--- src/rtl/bnn_win_pkg.sv ---
// Shared definitions for the BNN line-window block.
// Contents:
//   DefK, DefMaxW, DefMaxH : default window size and frame bounds
//   cnt_t                  : row/column/config counter type
//   depth(k, max_w)        : delay-chain length needed for a KxK window
//   tap(r, c, w, k)        : chain index of window element (r, c) for line width w
package bnn_win_pkg;

  localparam int unsigned DefK    = 3;
  localparam int unsigned DefMaxW = 28;
  localparam int unsigned DefMaxH = 28;

  // Wide enough for any practical line width or frame height.
  localparam int unsigned CntBits = 16;
  typedef logic [CntBits-1:0] cnt_t;

  function automatic int unsigned depth(int unsigned k, int unsigned max_w);
    return (k - 1) * max_w + k;
  endfunction

  // r and c are elaboration constants at every call site, so the product is
  // only ever constant-times-w.
  function automatic int unsigned tap(int unsigned r, int unsigned c, int unsigned w,
                                      int unsigned k = DefK);
    return (k - 1 - r) * w + (k - 1 - c);
  endfunction

endpackage

--- src/rtl/bnn_line_window_if.sv ---
// Pixel-stream / window bus of the BNN line window.
// Signals:
//   in_valid, din               : pixel strobe and pixel (producer -> window)
//   win, win_valid, frame_done  : KxK window, window strobe, end-of-frame pulse
// Modports: master = stream producer / window consumer, slave = line window.
interface bnn_line_window_if #(
  parameter int unsigned CH = 1,
  parameter int unsigned K  = 3
);
  logic              in_valid;
  logic [CH-1:0]     din;
  logic [K*K*CH-1:0] win;
  logic              win_valid;
  logic              frame_done;

  modport master (
    output in_valid, din,
    input  win, win_valid, frame_done
  );

  modport slave (
    input  in_valid, din,
    output win, win_valid, frame_done
  );
endinterface

--- src/rtl/bnn_win_ctrl.sv ---
// Control path of the BNN line window: config latch and check, row/column
// tracking, busy, frame_done and window-valid gating.
// Optional macro BNN_WIN_STRIDE_EN adds the stride2 input (stride-2 windows).
// Ports:
//   clk, rstn               : clock, asynchronous active-low reset
//   clear                   : synchronous soft reset (drops any pixel)
//   in_valid                : pixel strobe
//   cfg_width, cfg_height   : requested W and H, sampled at frame start
//   stride2                 : (BNN_WIN_STRIDE_EN only) stride-2 select
//   accept                  : this cycle's pixel enters the chain
//   width                   : line width in force for this cycle's pixel
//   win_valid, frame_done   : registered strobes
//   busy, cfg_err           : frame in progress, latched config error
module bnn_win_ctrl
  import bnn_win_pkg::*;
#(
  parameter int unsigned K     = DefK,
  parameter int unsigned MAX_W = DefMaxW,
  parameter int unsigned MAX_H = DefMaxH,
  localparam int unsigned WBits = $clog2(MAX_W + 1),
  localparam int unsigned HBits = $clog2(MAX_H + 1)
) (
  input  logic             clk,
  input  logic             rstn,
  input  logic             clear,
  input  logic             in_valid,
  input  logic [WBits-1:0] cfg_width,
  input  logic [HBits-1:0] cfg_height,
`ifdef BNN_WIN_STRIDE_EN
  input  logic             stride2,
`endif
  output logic             accept,
  output cnt_t             width,
  output logic             win_valid,
  output logic             frame_done,
  output logic             busy,
  output logic             cfg_err
);

  cnt_t w_q, h_q, row_q, col_q;
  cnt_t cfg_w, cfg_h, h_eff;
  logic cfg_ok, last_col, last_row, in_win, stride_ok;

`ifdef BNN_WIN_STRIDE_EN
  // (n - (K-1)) is even exactly when bit 0 of n matches the parity of K-1.
  localparam bit KParity = 1'((K - 1) % 2);
  logic stride_q, stride_eff;
`endif

  always_comb begin
    cfg_w    = cnt_t'(cfg_width);
    cfg_h    = cnt_t'(cfg_height);
    cfg_ok   = (cfg_w >= cnt_t'(K)) && (cfg_w <= cnt_t'(MAX_W)) &&
               (cfg_h >= cnt_t'(K)) && (cfg_h <= cnt_t'(MAX_H));
    // The first pixel of a frame already uses the config being latched.
    width    = busy ? w_q : cfg_w;
    h_eff    = busy ? h_q : cfg_h;
    accept   = in_valid && !clear && (busy || cfg_ok);
    last_col = (col_q == width - cnt_t'(1));
    last_row = (row_q == h_eff - cnt_t'(1));
    in_win   = (row_q >= cnt_t'(K - 1)) && (col_q >= cnt_t'(K - 1));
    stride_ok = 1'b1;
`ifdef BNN_WIN_STRIDE_EN
    stride_eff = busy ? stride_q : stride2;
    if (stride_eff) begin
      stride_ok = (row_q[0] == KParity) && (col_q[0] == KParity);
    end
`endif
  end

  always_ff @(posedge clk or negedge rstn) begin
    if (!rstn) begin
      w_q        <= '0;
      h_q        <= '0;
      row_q      <= '0;
      col_q      <= '0;
      busy       <= 1'b0;
      cfg_err    <= 1'b0;
      win_valid  <= 1'b0;
      frame_done <= 1'b0;
`ifdef BNN_WIN_STRIDE_EN
      stride_q   <= 1'b0;
`endif
    end else begin
      win_valid  <= 1'b0;
      frame_done <= 1'b0;
      if (clear) begin
        row_q   <= '0;
        col_q   <= '0;
        busy    <= 1'b0;
        cfg_err <= 1'b0;
      end else if (in_valid) begin
        if (!busy) begin
          cfg_err <= !cfg_ok;
        end
        if (accept) begin
          if (!busy) begin
            w_q <= cfg_w;
            h_q <= cfg_h;
`ifdef BNN_WIN_STRIDE_EN
            stride_q <= stride2;
`endif
          end
          win_valid <= in_win && stride_ok;
          if (last_col) begin
            col_q <= '0;
            if (last_row) begin
              row_q      <= '0;
              busy       <= 1'b0;
              frame_done <= 1'b1;
            end else begin
              row_q <= row_q + cnt_t'(1);
              busy  <= 1'b1;
            end
          end else begin
            col_q <= col_q + cnt_t'(1);
            busy  <= 1'b1;
          end
        end
      end
    end
  end

endmodule

--- src/rtl/bnn_line_window.sv ---
// Streaming line buffer: turns a raster-order pixel stream into a KxK sliding
// window for the binary convolution engine.
// Optional macro BNN_WIN_STRIDE_EN adds the stride2 input (stride-2 windows).
// Ports:
//   clk, rstn               : clock, asynchronous active-low reset
//   clear                   : synchronous soft reset; chain and win are kept
//   cfg_width, cfg_height   : line width W and frame height H
//   stride2                 : (BNN_WIN_STRIDE_EN only) stride-2 select
//   bus                     : pixel in / window out (slave modport)
//   busy                    : frame in progress
//   cfg_err                 : latched config invalid
module bnn_line_window
  import bnn_win_pkg::*;
#(
  parameter int unsigned CH    = 1,
  parameter int unsigned K     = DefK,
  parameter int unsigned MAX_W = DefMaxW,
  parameter int unsigned MAX_H = DefMaxH,
  localparam int unsigned WBits = $clog2(MAX_W + 1),
  localparam int unsigned HBits = $clog2(MAX_H + 1)
) (
  input  logic                 clk,
  input  logic                 rstn,
  input  logic                 clear,
  input  logic [WBits-1:0]     cfg_width,
  input  logic [HBits-1:0]     cfg_height,
`ifdef BNN_WIN_STRIDE_EN
  input  logic                 stride2,
`endif
  bnn_line_window_if.slave     bus,
  output logic                 busy,
  output logic                 cfg_err
);

  localparam int unsigned Depth   = depth(K, MAX_W);
  localparam int unsigned IdxBits = $clog2(Depth);

  logic [CH-1:0]      chain_q [Depth];
  logic [CH-1:0]      chain_d [Depth];
  logic [IdxBits-1:0] idx     [K*K];
  logic [K*K*CH-1:0]  win_q, win_d;
  logic               accept, win_valid, frame_done;
  cnt_t               width;

  bnn_win_ctrl #(
    .K     (K),
    .MAX_W (MAX_W),
    .MAX_H (MAX_H)
  ) u_ctrl (
    .clk        (clk),
    .rstn       (rstn),
    .clear      (clear),
    .in_valid   (bus.in_valid),
    .cfg_width  (cfg_width),
    .cfg_height (cfg_height),
`ifdef BNN_WIN_STRIDE_EN
    .stride2    (stride2),
`endif
    .accept     (accept),
    .width      (width),
    .win_valid  (win_valid),
    .frame_done (frame_done),
    .busy       (busy),
    .cfg_err    (cfg_err)
  );

  // Post-shift view of the chain, so the window taps what the edge will store.
  always_comb begin
    chain_d[0] = bus.din;
    for (int i = 1; i < Depth; i++) begin
      chain_d[i] = chain_q[i-1];
    end
  end

  for (genvar r = 0; r < K; r++) begin : g_row
    for (genvar c = 0; c < K; c++) begin : g_col
      assign idx[r*K+c] = IdxBits'(tap(r, c, 32'(width), K));
    end
  end

  always_comb begin
    win_d = '0;
    for (int e = 0; e < K * K; e++) begin
      win_d[e*CH +: CH] = chain_d[idx[e]];
    end
  end

  always_ff @(posedge clk or negedge rstn) begin
    if (!rstn) begin
      for (int i = 0; i < Depth; i++) begin
        chain_q[i] <= '0;
      end
      win_q <= '0;
    end else if (accept) begin
      chain_q <= chain_d;
      win_q   <= win_d;
    end
  end

  assign bus.win        = win_q;
  assign bus.win_valid  = win_valid;
  assign bus.frame_done = frame_done;

endmodule

--- src/flat_wrapper.sv ---
// flat-port wrapper written by rule: the top's interface ports become plain ports
module bnn_line_window_flat import bnn_win_pkg::*;
#(
  parameter int unsigned CH    = 1,
  parameter int unsigned K     = DefK,
  parameter int unsigned MAX_W = DefMaxW,
  parameter int unsigned MAX_H = DefMaxH,
  localparam int unsigned WBits = $clog2(MAX_W + 1),
  localparam int unsigned HBits = $clog2(MAX_H + 1)
)
  (clk, rstn, clear, cfg_width, cfg_height, busy, cfg_err, bus_in_valid, bus_din, bus_win, bus_win_valid, bus_frame_done);
  bnn_line_window_if #(.CH(CH), .K(K)) bus_i ();
  input  logic clk;
  input  logic rstn;
  input  logic clear;
  input  logic [WBits-1:0] cfg_width;
  input  logic [HBits-1:0] cfg_height;
  output logic busy;
  output logic cfg_err;
  input wire logic [$bits(bus_i.in_valid)-1:0] bus_in_valid;
  input wire logic [$bits(bus_i.din)-1:0] bus_din;
  output wire logic [$bits(bus_i.win)-1:0] bus_win;
  output wire logic [$bits(bus_i.win_valid)-1:0] bus_win_valid;
  output wire logic [$bits(bus_i.frame_done)-1:0] bus_frame_done;
  assign bus_i.in_valid = bus_in_valid;
  assign bus_i.din = bus_din;
  assign bus_win = bus_i.win;
  assign bus_win_valid = bus_i.win_valid;
  assign bus_frame_done = bus_i.frame_done;
  bnn_line_window #(.CH(CH), .K(K), .MAX_W(MAX_W), .MAX_H(MAX_H)) u_core (.clk(clk), .rstn(rstn), .clear(clear), .cfg_width(cfg_width), .cfg_height(cfg_height), .bus(bus_i), .busy(busy), .cfg_err(cfg_err));
endmodule
--- config.mk ---
export PLATFORM = sky130hd
export DESIGN_NAME = bnn_line_window_flat
export DESIGN_NICKNAME = d
export VERILOG_FILES = /design/src/rtl/bnn_win_pkg.sv /design/src/rtl/bnn_line_window_if.sv /design/src/rtl/bnn_win_ctrl.sv /design/src/rtl/bnn_line_window.sv /design/src/flat_wrapper.sv
export SDC_FILE = /design/constraint.sdc
export NUM_CORES = 1
export LEC_CHECK = 0
export BUFFER_PORTS_ARGS = -buffer_cell sky130_fd_sc_hd__buf_2
export CORE_ASPECT_RATIO = 0.75
export CORE_MARGIN = 3
export CORE_UTILIZATION = 40
export CTS_CLUSTER_SIZE = 40
export DETAILED_ROUTE_END_ITERATION = 8
export SETUP_SLACK_MARGIN = 0.2
export SLEW_MARGIN = 20
export SYNTH_ARGS = -nofsm -noshare
export SYNTH_HDL_FRONTEND = slang
export SYNTH_SLANG_ARGS = --single-unit
--- constraint.sdc ---
create_clock -name clk -period 7.6 [get_ports clk]
set_clock_uncertainty 0.05 [all_clocks]
set_input_delay 1.52 -clock clk [delete_from_list [all_inputs] [get_ports clk]]
set_output_delay 1.52 -clock clk [all_outputs]
set_load 0.05 [all_outputs]
---- After elaboration in Yosys (flattened, before gate mapping) ----
Cells that the tools add are included.
word-level totals
  flip-flop bits (word level) ............. 135
  output and inout bits ................... 13
  logic and storage cells ................. 158
operators by class
  add/sub/neg operators ................... 8
  bitwise logic cells ..................... 7
  multiplexer cells ....................... 45
  $lt $le $gt $ge ......................... 12
  eq/ne operators ......................... 3
  reductions and logical operators ........ 16
operators by type and width
  cell                     number
  $mux W16                 11
  $ge A7 B7 Y1 const B     6
  $not A6 Y7               6
  $bmux W1 S6              6
  $add A16 B1 Y16 const B  2
  $eq A16 B16 Y1           2
  $ge A16 B2 Y1 const B    2
  $sub A16 B1 Y16 const B  2
  $mux W1                  28
  $add A6 B1 Y6 const B    2
  $add A6 B2 Y6 const B    2
  $ge A5 B2 Y1 const B     2
  $le A5 B5 Y1 const B     2
  $logic_and A1 B1 Y1      6
  $reduce_and A3 Y1        2
  $reduce_bool A2 Y1       3
  $reduce_and A2 Y1        2
  $logic_not A1 Y1         2
  $ne A2 B2 Y1 const B     1
  $logic_or A1 B1 Y1       1
  $not A1 Y1               1

---- Logic depth before layout (Yosys ltp) ----
Gate-level depths: netlist (run 1).
  depth in word-level cells ............... 9
  gate-level depth with buffers ........... 16
  gate-level depth less buffers ........... 10

---- Cells and area by module ----
Synthesis (run 1) repeated with hierarchy kept, for this count alone.
unflattened totals
  cells, all modules ...................... 1,001
  area total of the unflattened synthesis .. 10,109.7 µm²
by module, submodules not included
  module           cells each  area each (µm²)  instances
  bnn_win_ctrl     638         5,342.6          1
  bnn_line_window  363         4,767.1          1

---- Worst setup path after synthesis (run 1) ----
OpenSTA, ideal clock, no wires.
  path kind ............................... input -> register
  from .................................... input port cfg_width[0]
  to ...................................... register u_core.win_q[4], in the netlist u_core.bus.win[4]
  stages on the path ...................... 12
  setup slack ............................. 2,834 ps
  data required time ...................... 7,418 ps
  path buffers ............................ 4
  setup time .............................. 132 ps
  data arrival time ....................... 4,584 ps
  cell sequence ........................... mux2i_4 > clkbuf_1 > buf_2 > ha_1 > clkbuf_1 > inv_2 > buf_2 > mux4_2 > mux4_2 > mux2i_1 > mux2_2 > o21ai_1
between the ends
  cells in the longest elaborated chain, start to end .. 6
  elaborated cells on any way between the ends .. 13
  those cells by class .................... add/sub (1); order compare (2); mux (4); bitwise (1); reduce/logical (5)
RTL lines
  element                                                                         line                                       RTL
  from (decl)                                                                     flat_wrapper.sv:16                         input logic [WBits-1:0] cfg_width;
  $mux W16, or another cell as far along                                          --
  $add A6 B1 Y6 / $logic_and A1 B1 Y1 (equally long branches)                     bnn_win_pkg.sv:25, bnn_win_ctrl.sv:53
  $not A6 Y7 (not written as such) / $logic_and A1 B1 Y1 (equally long branches)  bnn_line_window.sv:84, bnn_win_ctrl.sv:53
  $bmux W1 S6 / $logic_and A1 B1 Y1 (equally long branches)                       bnn_line_window.sv:84, bnn_win_ctrl.sv:54
  $mux W1 (not written as such) / $logic_or A1 B1 Y1 (equally long branches)      bnn_line_window.sv:84, bnn_win_ctrl.sv:58
  $mux W1 (not written as such) / $logic_and A1 B1 Y1 (equally long branches)     bnn_line_window.sv:84, bnn_win_ctrl.sv:58
  to (signal assigned)                                                            bnn_line_window.sv:96                      win_q <= win_d;
  to (decl)                                                                       bnn_line_window.sv:41                      logic [K*K*CH-1:0] win_q, win_d;
Several ways; a longest one is shown, not always the timed one. The select of a mux whose other input is x is not followed.
A chain may end at the register's enable or synchronous reset.

---- Final worst setup path (run 1) ----
  from .................................... input port cfg_width[0]
  to ...................................... register u_core.u_ctrl.row_q[6]
between the ends
  cells in the longest elaborated chain, start to end .. 8
  elaborated cells on any way between the ends .. 13
  those cells by class .................... add/sub (1); order compare (2); eq/ne (1); mux (1); reduce/logical (8)
RTL lines
  element                                                                  line                 RTL
  parallel branches: the longest is 7 deep, another holds $sub A16 B1 Y16  --
  $reduce_and A3 Y1 (no line) *                                            --
  to (signal assigned)                                                     bnn_win_ctrl.sv:112  row_q <= row_q + cnt_t'(1);
  to (decl)                                                                bnn_win_ctrl.sv:40   cnt_t w_q, h_q, row_q, col_q;
Every way passes the cells marked *.

==> flow_summary.yaml, run 1 <==
critical_path:
  reg2regPathDepth: 10
  cp_max_fo: 34
  slowest_stage: "a41o_1"
  required_ns: 7.87
  cp.arrival_ns: 5.31
  cp_cell_sequence: "buf_2 > mux2i_4 > buf_4 > ha_1 > xor2_1 > o211ai_1 > or4_1 > nor3_2 > a41o_1 > o21ai_0 > a22o_1"
  path_delay_family: "compound AO/OA/AOI/OAI gates"
  critical_path_buf_inv_count: 2
  reg2reg_to: "u_core.u_ctrl.row_q[6]"
  cpPeakStageDelay_ns: 0.90
  cp-start-kind: "input port"
  end_kind: "register"
  regToRegSetupSlack_ns: 2.70
  timing.rr.start: "u_core.u_ctrl.busy"
  crit_type: "input port to register"
floorplan:
  core_area_um2: 22600
  num_io_pins: 28
  initial_core_util_pct: 41.6
  die_h_um: 139
  rows: 47
  dieArea_um2: 25400
  die_width_um: 183
clock_tree:
  cts_resized: 0
  path_clk_slew_ns: 0.06
  insertion_delay_ns: 0.43
  clock_sinks: 132
  tritoncts: "yes"
  clk_root_buffer_cell: "clkbuf_16"
  postCtsSetupRepairBufs: 0
  holdBufCountCts: 0
  cts_buffers: 17
  clockBufferDepth: 2
  htreeDepth: 4
logic_synthesis:
  synth_seq_area_share_pct: 35.2
  synth_nets: 922
  avgSynthCellArea_um2: 10.5
  synth_most_common_cell: "dfrtp_1"
  async_reset_ff_share_pct: 100
  yosys.area.top_type: "dfrtp_1"
  netlist_area_um2: 9390
  ys.flop_type: "dfrtp_1"
  synth.top_cell.area_share_pct: 35.2
  synth_edf_count: 0
  yosysWarningCount: 0
  synth_area_leaders: "dfrtp_1 (35%), mux4_2 (11%), mux2_2 (7.8%), mux2i_1 (4.4%), nand2_1 (2.8%)"
  synth_cells: 898
  synth-seq-cells: 132
  synth_cell_types: 87
  synthTopCellsByCount: "dfrtp_1 (132), nand2_1 (71), mux2_2 (65)"
grt:
  grt_max_degree: 86
  antenna_found_initial: 1
  track_usage_pct: 19.7
  grt_pass1_vias: 6750
  grt_first_pass_wirelength_um: 39800
  grt_remaining_overflow: 0
pwr:
  power.internal_uw: 1570
  vdd_drop_max_v: 0.000177
  p_sw_share_pct: 32.9
  p_sw_uw: 772
  p_leak_uw: 0.00433
  powerDensity_nw_per_um2: 228
  p_seq_share_pct: 36.2
  p_clk_share_pct: 37.9
  combPwrFrac_pct: 25.8
finish:
  fin_nets: 916
  area_growth_pct: 9.51
  diodes: 0
  drive_above_1_share_pct: 23.3
min_path:
  whs_endpoint: "u_core.bus.win[0]"
  min_path_type: "register to register"
  hold_depth: 2
  hold_start: "u_core.bus.win[0]"
sta:
  worst_slack_ns: 2.56
  grt_setup_unrepaired: "no"
  hold_viol: 0
  fmax_mhz: 198
  worstMarginPinSlew_ns: 1.12
  fin_tns_setup_ns: 0
  fin_crit_sh_pct: 66.3
  slew_viol_final: 0
  relSlewSlack_pct: 23.4
  setup_viol: 0
  min_period_ns: 5.04
job:
  max-cap-violations: 0
routing:
  viasPerCell: 6.09
  via_count: 7297
  drt_iter0_markers: 796
  wl_per_cell_um: 20.4
  wl_um: 24400
  drcViolationCount: 0
  first_pass_iters: 5
  detail-route-antenna-nets: 0
placed_design:
  hpwl_um: 16700
  dp_slack_ns: 2.09
  portBuffers: 27
  place_congestion: 0.926
outcome:
  status: "completed"
[metal layers]
layer / routed length [um] / track usage, % / vias to the layer above / share of wire [%]
met1: 12500 / 32.0 / 3637 / 51
met3: 1680 / 4.72 / 20 / 6.9
met2: 9990 / 26.3 / 234 / 41
met4: 195 / 3.65 / 2 / 0.80
met5: 7 / 0 / - / 0.029
li1: - / - / 3404 / -
[tightest hold or removal path, delay by kind of cell (launching register included)]
family | cells | cell delay [ns]
simple gates | 1 | 0.04
compound gates | 1 | 0.06
flops | 1 | 0.34
[cells by family (layout without fill, tap and decap cells)]
family                     Yosys count  count (layout)  synth area share, %
adders and majority gates            9               9                 1.20
DFF                                132             132                 35.2
buffers and inverters               72              78                 3.73
AOI/OAI and AO/OA                  179             179                 13.4
xor gates and xnor gates            50              50                 4.74
muxes                              159             159                 24.7
and+or+nand+nor                    297             297                 17.1
[state kept, by name (all words and copies together) (netlist names)]
name                      count
u_core.u_ctrl.busy            1
u_core.u_ctrl.w_q            16
u_core.u_ctrl.frame_done      1
u_core.u_ctrl.row_q          16
u_core.u_ctrl.col_q          16
u_core.u_ctrl.cfg_err         1
u_core.u_ctrl.h_q            16
u_core.u_ctrl.win_valid       1
u_core.bus.win                8
u_core.chain_d               56
[metrics by stage]
stage	utilization [%]	cells	power, uW	area (um^2)	hold slack, ns
after floorplan	-	898	1310	9390	0.421
after global placement	42.8	1167	1460	9660	0.407
after detailed placement	42.8	1167	1460	9660	0.412
after CTS	45.6	1198	2350	10300	0.426
after global routing	45.6	1198	2450	10300	0.448
final	45.6	1198	2350	10300	0.426
[cells in the final DEF, fill, tap and decap left out, types with 6 or more instances in the layout]
cell type / Yosys / final
buf_4: 10 / 7
nand4_1: 16 / 16
buf_2: 10 / 26
clkbuf_16: 0 / 17
nor4b_1: 7 / 7
a22o_1: 12 / 12
mux4_2: 47 / 47
nor4_1: 14 / 14
dfrtp_1: 132 / 131
nor2_1: 58 / 57
a21oi_1: 29 / 29
xnor2_1: 26 / 26
inv_1: 9 / 9
and2_1: 27 / 27
o211ai_1: 9 / 9
mux2_2: 65 / 65
nor2b_1: 9 / 9
o21ai_1: 12 / 12
ha_1: 9 / 9
mux2i_1: 41 / 41
and3_1: 13 / 13
o21ai_0: 36 / 36
xor2_1: 23 / 23
nor3_1: 22 / 22
o2111ai_1: 6 / 6
nand2_1: 71 / 70
nand3_1: 19 / 19
[worst max path at each step]
stage	cells past startpoint	start	end
global route	11	cfg_width[2]	u_core.u_ctrl.row_q[8]
CTS	11	cfg_width[0]	u_core.u_ctrl.row_q[6]
finish	11	cfg_width[0]	u_core.u_ctrl.row_q[6]
global placement	11	cfg_width[0]	u_core.u_ctrl.row_q[8]
detailed placement	11	cfg_width[0]	u_core.u_ctrl.row_q[6]
floorplan	12	cfg_width[0]	u_core.bus.win[4]
[power by group through the flow]
stage,Clock (uW),Sequential [uW],Combinational [uW]
5_1_grt,936,860,654
4_1_cts,901,847,604
6_report,890,850,606
2_1_floorplan,0,865,448
3_5_place_dp,0,858,602
3_3_place_gp,0,857,600
[cell type report]
type / count / area (um^2)
fillers: 2110 / 12300
inverters: 13 / 48.8
clock buffers: 18 / 439
well taps: 294 / 368
multi-input cells: 694 / 5750
flip-flops and latches: 132 / 3300
repair buffers: 34 / 194
clock inverters: 13 / 183
No activity file was read; power rests on OpenSTA's default activity.
==> run 2: changes to the inputs <==
Settings changed: ABC_AREA set to 1.
Clock period 7.6 ns to 4.1 ns, I/O delays scaled along.
==> run 2 against run 1 <==
Against the previous run: wire length is 17% higher; non-clock buffer count is 10 higher; count of clock-buffer cells in the layout stayed put; global-route usage increased by 3.0 points; largest cell class unchanged; synthesized cell count up 64%; first-iteration DRC count is 46% higher; critical path depth grew 7.
==> flow_summary.yaml, run 2 <==
outcome:
  status: "completed"
routing:
  first_pass_iters: 6
  via_count: 9489
  viasPerCell: 5.32
  detail-route-antenna-nets: 0
  drt_iter0_markers: 1161
  wl_per_cell_um: 15.9
  wl_um: 28500
  drcViolationCount: 0
floorplan:
  initial_core_util_pct: 41.3
  dieArea_um2: 26000
  rows: 48
  die_h_um: 140
  die_width_um: 185
  core_area_um2: 23300
  num_io_pins: 28
finish:
  fin_nets: 1496
  diodes: 0
  final_util_pct: 45.6
  layout_common_cells: "nand2_1 (497), nand3_1 (173), inv_1 (165)"
  area_growth_pct: 10.4
  largest_reg_flops: 56
  layout_commonest_cell: "nand2_1"
  drive_above_1_share_pct: 8.35
logic_synthesis:
  synth-seq-cells: 132
  synth_most_common_cell: "nand2_1"
  synth.top_cell.area_share_pct: 34.3
  synth_area_leaders: "dfrtp_1 (34%), nand2_1 (19%), nand3_1 (9.0%), o21ai_0 (7.2%), inv_1 (6.4%)"
  yosys.area.top_type: "dfrtp_1"
  synth_cells: 1473
  synth_nets: 1497
  synth_seq_area_share_pct: 34.3
  synth_cell_types: 46
  ys.flop_type: "dfrtp_1"
  yosysWarningCount: 0
  async_reset_ff_share_pct: 100
  avgSynthCellArea_um2: 6.54
  synth_edf_count: 0
  synthTopCellsByCount: "nand2_1 (499), nand3_1 (173), inv_1 (165)"
  netlist_area_um2: 9630
min_path:
  min_path_type: "input port to asynchronous set/reset pin"
sta:
  worst_slack_ns: 0.653
  grt_setup_unrepaired: "no"
  min_period_ns: 3.45
  fin_tns_setup_ns: 0
  hold_viol: 0
  relSlewSlack_pct: 43.6
  fmax_mhz: 290
  slew_viol_final: 0
  setup_viol: 0
  fin_crit_sh_pct: 84.1
  worstMarginPinSlew_ns: 0.846
placed_design:
  dp_slack_ns: 0.701
  hpwl_um: 21000
  place_congestion: 0.947
  portBuffers: 27
critical_path:
  end_kind: "register"
  cp.arrival_ns: 3.72
  cpMostUsedCell: "nand2_1"
  required_ns: 4.38
  slowest_stage: "dfrtp_2"
  cp_cell_sequence: "inv_2 > buf_4 > nand2_1 > nand2_2 > ha_1 > nand2_1 > nor2_2 > nand3_2 > o21bai_1 > nand2_1 > nand2_1 > nor2_1 > nand2_1 > nand2_2 > nand2_4 > clkinv_2 > nand3_1 > nand2_1"
  cp_max_fo: 28
  cpPeakStageDelay_ns: 0.64
  cp-start-kind: "register"
  crit_type: "register to register"
grt:
  grt_remaining_overflow: 0
  track_usage_pct: 22.7
  grt_first_pass_wirelength_um: 46700
  grt_pass1_vias: 8602
  antenna_found_initial: 0
  grt_max_degree: 90
clock_tree:
  tritoncts: "yes"
  holdBufCountCts: 0
  postCtsSetupRepairBufs: 0
  cts_resized: 0
  clk_root_buffer_cell: "clkbuf_16"
  htreeDepth: 4
  clock_sinks: 132
  insertion_delay_ns: 0.44
  cts_buffers: 17
  path_clk_slew_ns: 0.06
  clockBufferDepth: 2
job:
  max-cap-violations: 0
pwr:
  vdd_drop_max_v: 0.000277
  p_total_uw: 5280
  powerDensity_nw_per_um2: 497
  p_leak_uw: 0.00534
[run 2: final timing paths]
| check | startpoint | to | slack, ns | depth (start not counted) |
|---|---|---|---|---|
| min in group clk | u_core.u_ctrl.h_q[15] | u_core.u_ctrl.h_q[15] | 0.42 | 2 |
| worst min register to register | u_core.u_ctrl.h_q[15] | u_core.u_ctrl.h_q[15] | 0.42 | 2 |
| worst min-delay path | rstn | u_core.u_ctrl.col_q[10] | 0.38 | 1 |
| max in group asynchronous | rstn | u_core.chain_d[31] | 2.84 | 2 |
| worst max-delay path | u_core.u_ctrl.busy | u_core.u_ctrl.row_q[12] | 0.65 | 18 |
| worst max register to register | u_core.u_ctrl.busy | u_core.u_ctrl.row_q[12] | 0.65 | 18 |
[run 2: through the flow]
step	instance area, um^2	hold slack, ns	instances
2_1_floorplan	9630	0.386	1473
4_1_cts	10600	0.420	1785
5_1_grt	10600	0.445	1785
3_5_place_dp	9970	0.404	1753
6_report	10600	0.384	1785
3_3_place_gp	9970	0.400	1753
[run 2: where the power goes]
part           internal, uW  switching [uW]  leakage [uW]
Clock                  1100             645      0.000310
Sequential             1530             202       0.00176
Combinational           548            1250       0.00327
Total                  3180            2100       0.00534
[run 2: cell type report]
| type | count | area [um^2] |
|---|---|---|
| Multi-Input combinational cell | 1105 | 5360 |
| Inverter | 172 | 647 |
| Sequential cell | 132 | 3300 |
| Clock inverter | 14 | 224 |
| Fill cell | 2367 | 12700 |
| Clock buffer | 18 | 439 |
| Tap cell | 300 | 375 |
| Timing Repair Buffer | 44 | 282 |
[run 2: kinds of logic (layout without fill, tap and decap cells)]
logic type,count (synthesis),after routing,synth area share (%)
and+or+nand+nor,836,836,37.3
buffers and inverters,236,248,10.1
AOI/OAI and AO/OA,216,216,12.8
DFF,132,132,34.3
xor gates and xnor gates,44,44,4.29
adders and majority gates,9,9,1.17
[run 2: layer usage]
layer | up-vias | part of all wire (%) | global-route usage (%) | wire, um
met5 | - | 0 | 0 | 0
met4 | 0 | 0.93 | 5.09 | 265
met3 | 17 | 7.5 | 4.34 | 2130
met2 | 347 | 40 | 30.7 | 11200
met1 | 4373 | 52 | 36.7 | 14800
li1 | 4752 | - | - | -
[run 2: critical path, delay by kind of cell, from the launching register on]
kind,cells,cell delay (ns)
adders and majority gates,1,0.21
buffers and inverters,3,0.72
and+or+nand+nor,13,1.54
AOI/OAI and AO/OA,1,0.15
DFF,1,0.64
